[src/rtl/sha_digest_serializer_if.sv]
// rtl/sha_digest_serializer_if.sv - byte-stream bundle from the digest serializer to its sink
interface sha_digest_serializer_if;
  logic        tvalid;
  logic        tready;
  logic        tlast;
  logic [31:0] tid;
  logic [7:0]  tdata;

  modport master (output tvalid, tlast, tid, tdata, input tready);
  modport slave  (input tvalid, tlast, tid, tdata, output tready);
endinterface

[src/rtl/sha_digest_serializer.sv]
// rtl/sha_digest_serializer.sv - buffers sha* results and emits them as length+digest byte frames
// SHA_SER_HEX_ASCII_EN: frames emitted as lowercase hex ASCII with a trailing newline.
module sha_digest_serializer #(
  parameter int DIGEST_BITS = 384,
  parameter int DEPTH       = 2
) (
  input  logic                   clk,
  input  logic                   rst,
  input  logic                   ivalid,
  input  logic [31:0]            iid,
  input  logic [60:0]            ilen,
  input  logic [DIGEST_BITS-1:0] isha,
  sha_digest_serializer_if.master m,
  output logic                   overflow,
  output logic [15:0]            drop_cnt
);
  localparam int DIG_BYTES  = DIGEST_BITS / 8;
  localparam int FRAME_BITS = 64 + DIGEST_BITS;
  localparam int ENTRY_BITS = 32 + 61 + DIGEST_BITS;
  localparam int AW         = $clog2(DEPTH);
  localparam int CW         = $clog2(DIG_BYTES);

`ifdef SHA_SER_HEX_ASCII_EN
  typedef enum logic [1:0] {IDLE, LEN, DIG, NL} state_t;
`else
  typedef enum logic [1:0] {IDLE, LEN, DIG} state_t;
`endif

  state_t state, state_next;

  logic [ENTRY_BITS-1:0] mem [DEPTH];
  logic [AW:0]           wr_ptr, rd_ptr;
  logic [ENTRY_BITS-1:0] rd_entry;
  logic                  full, empty, pop, push, drop;

  logic [FRAME_BITS-1:0] sr;
  logic [CW-1:0]         cnt;
  logic [31:0]           tid_q;
  logic                  busy, hs, adv, len_done, dig_done;
  logic [7:0]            byte_out;

  assign empty    = (wr_ptr == rd_ptr);
  assign full     = (wr_ptr[AW] != rd_ptr[AW]) && (wr_ptr[AW-1:0] == rd_ptr[AW-1:0]);
  assign pop      = (state == IDLE) && !empty;
  // A pop on the same edge frees a slot, so a push into a full FIFO is still accepted.
  assign push     = ivalid && (!full || pop);
  assign drop     = ivalid && full && !pop;
  assign rd_entry = mem[rd_ptr[AW-1:0]];

  always_ff @(posedge clk) begin
    if (push) begin
      mem[wr_ptr[AW-1:0]] <= {iid, ilen, isha};
    end
  end

  always_ff @(posedge clk) begin
    if (rst) begin
      wr_ptr   <= '0;
      rd_ptr   <= '0;
      overflow <= 1'b0;
      drop_cnt <= '0;
    end else begin
      if (push) wr_ptr <= wr_ptr + 1'b1;
      if (pop)  rd_ptr <= rd_ptr + 1'b1;
      overflow <= drop;
      if (drop && drop_cnt != 16'hFFFF) drop_cnt <= drop_cnt + 16'd1;
    end
  end

  assign busy     = (state != IDLE);
  assign hs       = busy && m.tready;
  assign len_done = (cnt == CW'(7));
  assign dig_done = (cnt == CW'(DIG_BYTES - 1));

`ifdef SHA_SER_HEX_ASCII_EN
  logic nib;

  function automatic logic [7:0] hex_char(input logic [3:0] n);
    return (n < 4'd10) ? (8'h30 + {4'h0, n}) : (8'h57 + {4'h0, n});
  endfunction

  // A frame byte is complete only after its low-nibble character is accepted.
  assign adv      = hs && nib && (state != NL);
  assign byte_out = hex_char(nib ? sr[FRAME_BITS-5 -: 4] : sr[FRAME_BITS-1 -: 4]);
`else
  assign adv      = hs;
  assign byte_out = sr[FRAME_BITS-1 -: 8];
`endif

  always_ff @(posedge clk) begin
    if (rst) state <= IDLE;
    else     state <= state_next;
  end

  always_comb begin
    state_next = state;
    m.tlast    = 1'b0;
    m.tdata    = 8'h00;
    case (state)
      IDLE: if (pop) state_next = LEN;
      LEN: begin
        m.tdata = byte_out;
        if (adv && len_done) state_next = DIG;
      end
      DIG: begin
        m.tdata = byte_out;
`ifdef SHA_SER_HEX_ASCII_EN
        if (adv && dig_done) state_next = NL;
`else
        m.tlast = dig_done;
        if (adv && dig_done) state_next = IDLE;
`endif
      end
`ifdef SHA_SER_HEX_ASCII_EN
      NL: begin
        m.tdata = 8'h0A;
        m.tlast = 1'b1;
        if (hs) state_next = IDLE;
      end
`endif
      default: state_next = IDLE;
    endcase
  end

  always_ff @(posedge clk) begin
    if (rst) begin
      sr    <= '0;
      cnt   <= '0;
      tid_q <= '0;
`ifdef SHA_SER_HEX_ASCII_EN
      nib   <= 1'b0;
`endif
    end else if (pop) begin
      sr    <= {3'b000, rd_entry[DIGEST_BITS +: 61], rd_entry[DIGEST_BITS-1:0]};
      cnt   <= '0;
      tid_q <= rd_entry[ENTRY_BITS-1 -: 32];
`ifdef SHA_SER_HEX_ASCII_EN
      nib   <= 1'b0;
`endif
    end else if (hs) begin
      tid_q <= '0;
`ifdef SHA_SER_HEX_ASCII_EN
      nib   <= !nib;
`endif
      if (adv) begin
        sr  <= sr << 8;
        cnt <= (state == LEN && len_done) ? '0 : cnt + 1'b1;
      end
    end
  end

  assign m.tvalid = busy;
  assign m.tid    = tid_q;
endmodule

[src/flat_wrapper.sv]
// flat-port wrapper written by rule: the top's interface ports become plain ports
module sha_digest_serializer_flat 
#(
  parameter int DIGEST_BITS = 384,
  parameter int DEPTH       = 2
)
  (clk, rst, ivalid, iid, ilen, isha, overflow, drop_cnt, m_tvalid, m_tlast, m_tid, m_tdata, m_tready);
  sha_digest_serializer_if m_i ();
  input  logic clk;
  input  logic rst;
  input  logic ivalid;
  input  logic [31:0] iid;
  input  logic [60:0] ilen;
  input  logic [DIGEST_BITS-1:0] isha;
  output logic overflow;
  output logic [15:0] drop_cnt;
  output wire logic [$bits(m_i.tvalid)-1:0] m_tvalid;
  output wire logic [$bits(m_i.tlast)-1:0] m_tlast;
  output wire logic [$bits(m_i.tid)-1:0] m_tid;
  output wire logic [$bits(m_i.tdata)-1:0] m_tdata;
  input wire logic [$bits(m_i.tready)-1:0] m_tready;
  assign m_tvalid = m_i.tvalid;
  assign m_tlast = m_i.tlast;
  assign m_tid = m_i.tid;
  assign m_tdata = m_i.tdata;
  assign m_i.tready = m_tready;
  sha_digest_serializer #(.DIGEST_BITS(DIGEST_BITS), .DEPTH(DEPTH)) u_core (.clk(clk), .rst(rst), .ivalid(ivalid), .iid(iid), .ilen(ilen), .isha(isha), .m(m_i), .overflow(overflow), .drop_cnt(drop_cnt));
endmodule
[config.mk]
export PLATFORM = sky130hd
export DESIGN_NAME = sha_digest_serializer_flat
export DESIGN_NICKNAME = d
export VERILOG_FILES = /design/src/rtl/sha_digest_serializer_if.sv /design/src/rtl/sha_digest_serializer.sv /design/src/flat_wrapper.sv
export SDC_FILE = /design/constraint.sdc
export NUM_CORES = 2
export LEC_CHECK = 0
export CAP_MARGIN = 20
export CORE_MARGIN = 4
export CORE_UTILIZATION = 51
export CTS_CLUSTER_SIZE = 12
export DETAILED_ROUTE_END_ITERATION = 7
export GPL_TIMING_DRIVEN = 0
export PLACE_DENSITY = 0.85
export SYNTH_ARGS = -nofsm -noshare
export SYNTH_HDL_FRONTEND = slang
export SYNTH_SLANG_ARGS = --single-unit
[constraint.sdc]
create_clock -name clk -period 24.6 [get_ports clk]
set_input_delay 4.92 -clock clk [delete_from_list [all_inputs] [get_ports clk]]
set_output_delay 4.92 -clock clk [all_outputs]
set_load 0.03 [all_outputs]
==> metrics.log <==
[metrics] Worst Hold Slack: 0.452 ns
[metrics] Synth Warn #: 0
[metrics] required arrival time at the worst endpoint: 19.68 ns
[metrics] number of setup buffers added after CTS: 0
[metrics] count of distinct cell types in the synthesized netlist: 50
[metrics] Die Width: 338 um
[metrics] leading cell type in the layout, fill and taps excluded: sky130_fd_sc_hd__edfxtp_1
[metrics] worst setup slack before clock tree synthesis: 16.55 ns
[metrics] part of the cycle the worst path needs: 30.8%
[metrics] top fanout value on the critical path: 8
[metrics] Worst-path clk slew: 0.06 ns
[metrics] average routed wire per standard cell: 22.4 um
[metrics] startpoint of the worst setup timing path: u_core.state[0]
[metrics] die area: 114000 um^2
[metrics] DRC violation count after routing: 0
[metrics] first-iteration detailed-routing DRC count: 4081
[metrics] total power divided by cell area: 107 nW/um^2
[metrics] Gate Count Post-Synth: 4294
[metrics] total number of nets in the final design: 5510
[metrics] WP depth: 4
[metrics] depth of the worst register-to-register path: 10
[metrics] number of vias per cell after detailed routing: 5.81
[metrics] proportion of synthesized flip-flops having asynchronous set or reset: 0%
[metrics] top cell family by delay on the critical path: buffers and inverters
[metrics] # fillers: 7544
[metrics] leading cell types in the layout, fill and taps excluded: 954 x sky130_fd_sc_hd__edfxtp_1, 917 x sky130_fd_sc_hd__nand2_1, 539 x sky130_fd_sc_hd__clkdlybuf4s50_1
[metrics] number of detailed-routing iterations run before antenna repair: 7
[metrics] syn avg cell area: 12.9 um^2
[metrics] source-to-sink clock delay at the later pin of the worst-skew pair: 0.76 ns
[metrics] worst-case clock buffer depth: 3
[metrics] overflow left after global routing: 0
[metrics] setup slack after layout: 17.03 ns
[metrics] Setup Skew: 0.0283 ns
[metrics] number of enable flip-flop cells after synthesis: 954
[metrics] number of hold-repair buffers added at the cts stage: 0
[metrics] Slowest Stage Delay on Critical Path: 0.75 ns
[metrics] Post-DRT Antenna Nets: 0
[metrics] nets in the synthesized netlist: 4780
[metrics] row count: 120
[metrics] destination of the worst register-to-register timing path: u_core.mem[0][193]
[metrics] peak supply drop: 66.4 uV
[metrics] worst min path class: flip-flop to flip-flop
[metrics] post-route standard cell area excluding fillers: 68200 um^2
[metrics] # resized after CTS: 0
[metrics] Detailed Route WL: 148000 um
[metrics] fraction of final layout cells with drive strength greater than 1: 15.6%
[metrics] Slew Viols, Final: 0
[metrics] buffers and inverters on the worst path: 2
[metrics] first-pass GRT wire length: 220000 um
[metrics] worst slew margin relative to its limit: 22.6%
[metrics] critical path start-end classification: flip-flop to output port
[metrics] critical register-to-register path startpoint: u_core.state[0]
[metrics] Worst Setup Start Kind: flip-flop
[metrics] total clock buffers created by CTS: 149
[metrics] area growth from synthesis to layout: 23.0%
[metrics] Cells after DPL: 6276
[metrics] global router's overall resource usage: 25.2%
[metrics] Cell Chain, Critical Path: inv_1 > ha_1 > and2_1 > clkdlybuf4s50_1
[metrics] dominant register cell in the synthesized netlist: sky130_fd_sc_hd__edfxtp_1
[metrics] library cell contributing the largest single delay on the critical path: sky130_fd_sc_hd__clkdlybuf4s50_1
[metrics] cell area after placement: 63500 um^2
[metrics] Final Setup Violations: 0
[metrics] TritonCTS clock tree: done
[metrics] clk sink count: 1464
[metrics] crit path capture type: output port
[metrics] placeable core region: 108000 um^2
[metrics] CTS root buf: sky130_fd_sc_hd__clkbuf_16
[metrics] Leakage: 22.5 nW
[metrics] effective utilization at floorplan: 51.6%
[metrics] outcome: finished clean
[metrics] Slew @ Worst Pin: 1.16 ns
[metrics] DIE HEIGHT: 338 um
[metrics] final std cells w/o fill: 6592
[metrics] Post-Syn Area: 55500 um^2
[metrics] antenna violations before repair: 48
[metrics] total half-perimeter wirelength after legalization and detailed placement: 104000 um
[metrics] routed vias: 38300
[metrics] Max Freq: 0.132 GHz
[metrics] CTS H-tree lvls: 4
[metrics] number of maximum-capacitance constraint violations: 0
[metrics] count of state elements after synthesis: 1464
[metrics] RSZ-0062 raised after global routing: no
[metrics] part of the Yosys area used for sequential elements: 70.1%
[metrics] port bufs: 539
[metrics] internal reg-to-reg setup slack: 21.14 ns
[metrics] total negative slack for setup checks: 0 ns
[metrics] largest net degree at the start of global routing: 35
[metrics] last weighted congestion value of the routability-driven placer: 0.894
[metrics] Critical Path AT: 2.65 ns
[metrics] clock period minus final worst setup slack: 7.57 ns
[metrics] end of the critical path: m_tdata[3]
[metrics] number of global-route vias before repair: 38600
[metrics] Fin. Hold Viols: 0
[metrics] number of I/O pins: 540
cells by family after synthesis:
family          after synthesis  synth area share, %
flops                      1464                 70.1
simple gates               1478                 11.5
mux                         475                 9.65
compound gates              532                 5.95
buf+inv                     330                 2.56
fa+ha+maj                     5                0.113
xor+xnor                     10                0.171
cells in the mapped netlist, types with 2 or more instances:
master / instances / area share, %
sky130_fd_sc_hd__o21ai_0: 4 / 0.036
sky130_fd_sc_hd__a311oi_1: 8 / 0.13
sky130_fd_sc_hd__dfxtp_1: 510 / 18
sky130_fd_sc_hd__and2_1: 10 / 0.11
sky130_fd_sc_hd__mux2_1: 5 / 0.10
sky130_fd_sc_hd__edfxtp_1: 954 / 52
sky130_fd_sc_hd__nand2_1: 917 / 6.2
sky130_fd_sc_hd__nand4_1: 6 / 0.068
sky130_fd_sc_hd__a21oi_1: 67 / 0.60
sky130_fd_sc_hd__xor2_1: 6 / 0.095
sky130_fd_sc_hd__nor4_1: 4 / 0.045
sky130_fd_sc_hd__buf_6: 2 / 0.041
sky130_fd_sc_hd__inv_1: 8 / 0.054
sky130_fd_sc_hd__nor3_1: 3 / 0.027
sky130_fd_sc_hd__nor2_1: 18 / 0.12
sky130_fd_sc_hd__nor2b_1: 14 / 0.16
sky130_fd_sc_hd__a22oi_1: 8 / 0.11
sky130_fd_sc_hd__or3_1: 4 / 0.045
sky130_fd_sc_hd__ha_1: 5 / 0.11
sky130_fd_sc_hd__a211oi_1: 9 / 0.12
sky130_fd_sc_hd__nand3_1: 477 / 4.3
sky130_fd_sc_hd__or4_1: 7 / 0.095
sky130_fd_sc_hd__clkbuf_1: 196 / 1.3
sky130_fd_sc_hd__xnor2_1: 3 / 0.047
sky130_fd_sc_hd__and3_1: 3 / 0.034
sky130_fd_sc_hd__mux2_2: 470 / 9.5
sky130_fd_sc_hd__and4_1: 4 / 0.063
sky130_fd_sc_hd__buf_2: 76 / 0.69
sky130_fd_sc_hd__o31ai_1: 8 / 0.11
sky130_fd_sc_hd__buf_1: 29 / 0.20
sky130_fd_sc_hd__buf_4: 19 / 0.26
sky130_fd_sc_hd__a31oi_1: 422 / 4.8
area by class of cell:
type,count,area [um^2],share of cell area [%]
multi-input combinational,2500,15200,22.3
clock buffer,248,4280,6.27
tap,1403,1760,2.57
clock inverter,28,348,0.510
sequential,1464,38900,57.0
timing repair buffer,579,6260,9.17
inverter,8,30.0,0.0440
antenna,40,100,0.147
buffer,322,1390,2.04
report_power, final:
part,switching (mW),internal [mW],leakage (nW)
clock,0.932,1.22,2.23
sequential,0.225,3.09,13.1
combinational,1.13,0.721,7.12
per-layer routing:
metal	GRT usage [%]	up-vias	share of wire [%]
met5	0	-	0.048
li1	-	17300	-
met1	31.8	18600	38
met4	10.8	12	3.6
met3	6.01	359	8.8
met2	41.7	1987	49
worst min-delay path: cells and delay by family (launching register included):
kind,cells,cell delay [ns]
flip-flops,1,0.31
AND/OR/NAND/NOR,1,0.06
AO/OA/AOI/OAI,1,0.06
through the flow:
stage                     utilization (%)  total power, mW
after CTS                            63.4             7.31
final                                63.4             7.31
after floorplan                         -             4.61
after global placement               58.2             5.24
after detailed placement             59.0             5.16
after global routing                 63.4             7.64
flip-flops by register name, summed over array words and instances, names as in the netlist, 2 cells and up, named ones only:
signal and count:
u_core.rd_ptr 2, u_core.mem 954, u_core.state 2, u_core.wr_ptr 2
u_core.sr 448, u_core.m.tid 32, u_core.drop_cnt 16, u_core.cnt 6
how the worst min path moves through the flow:
stage / from / to / slack, ns / cells past startpoint
floorplan: u_core.sr[445] / u_core.sr[445] / 0.43 / 2
global placement: u_core.sr[445] / u_core.sr[445] / 0.44 / 2
detailed placement: u_core.sr[445] / u_core.sr[445] / 0.45 / 2
CTS: u_core.sr[84] / u_core.sr[92] / 0.46 / 2
global route: u_core.sr[123] / u_core.sr[131] / 0.49 / 2
finish: u_core.sr[161] / u_core.sr[169] / 0.45 / 2
No activity file was read; power rests on OpenSTA's default activity.
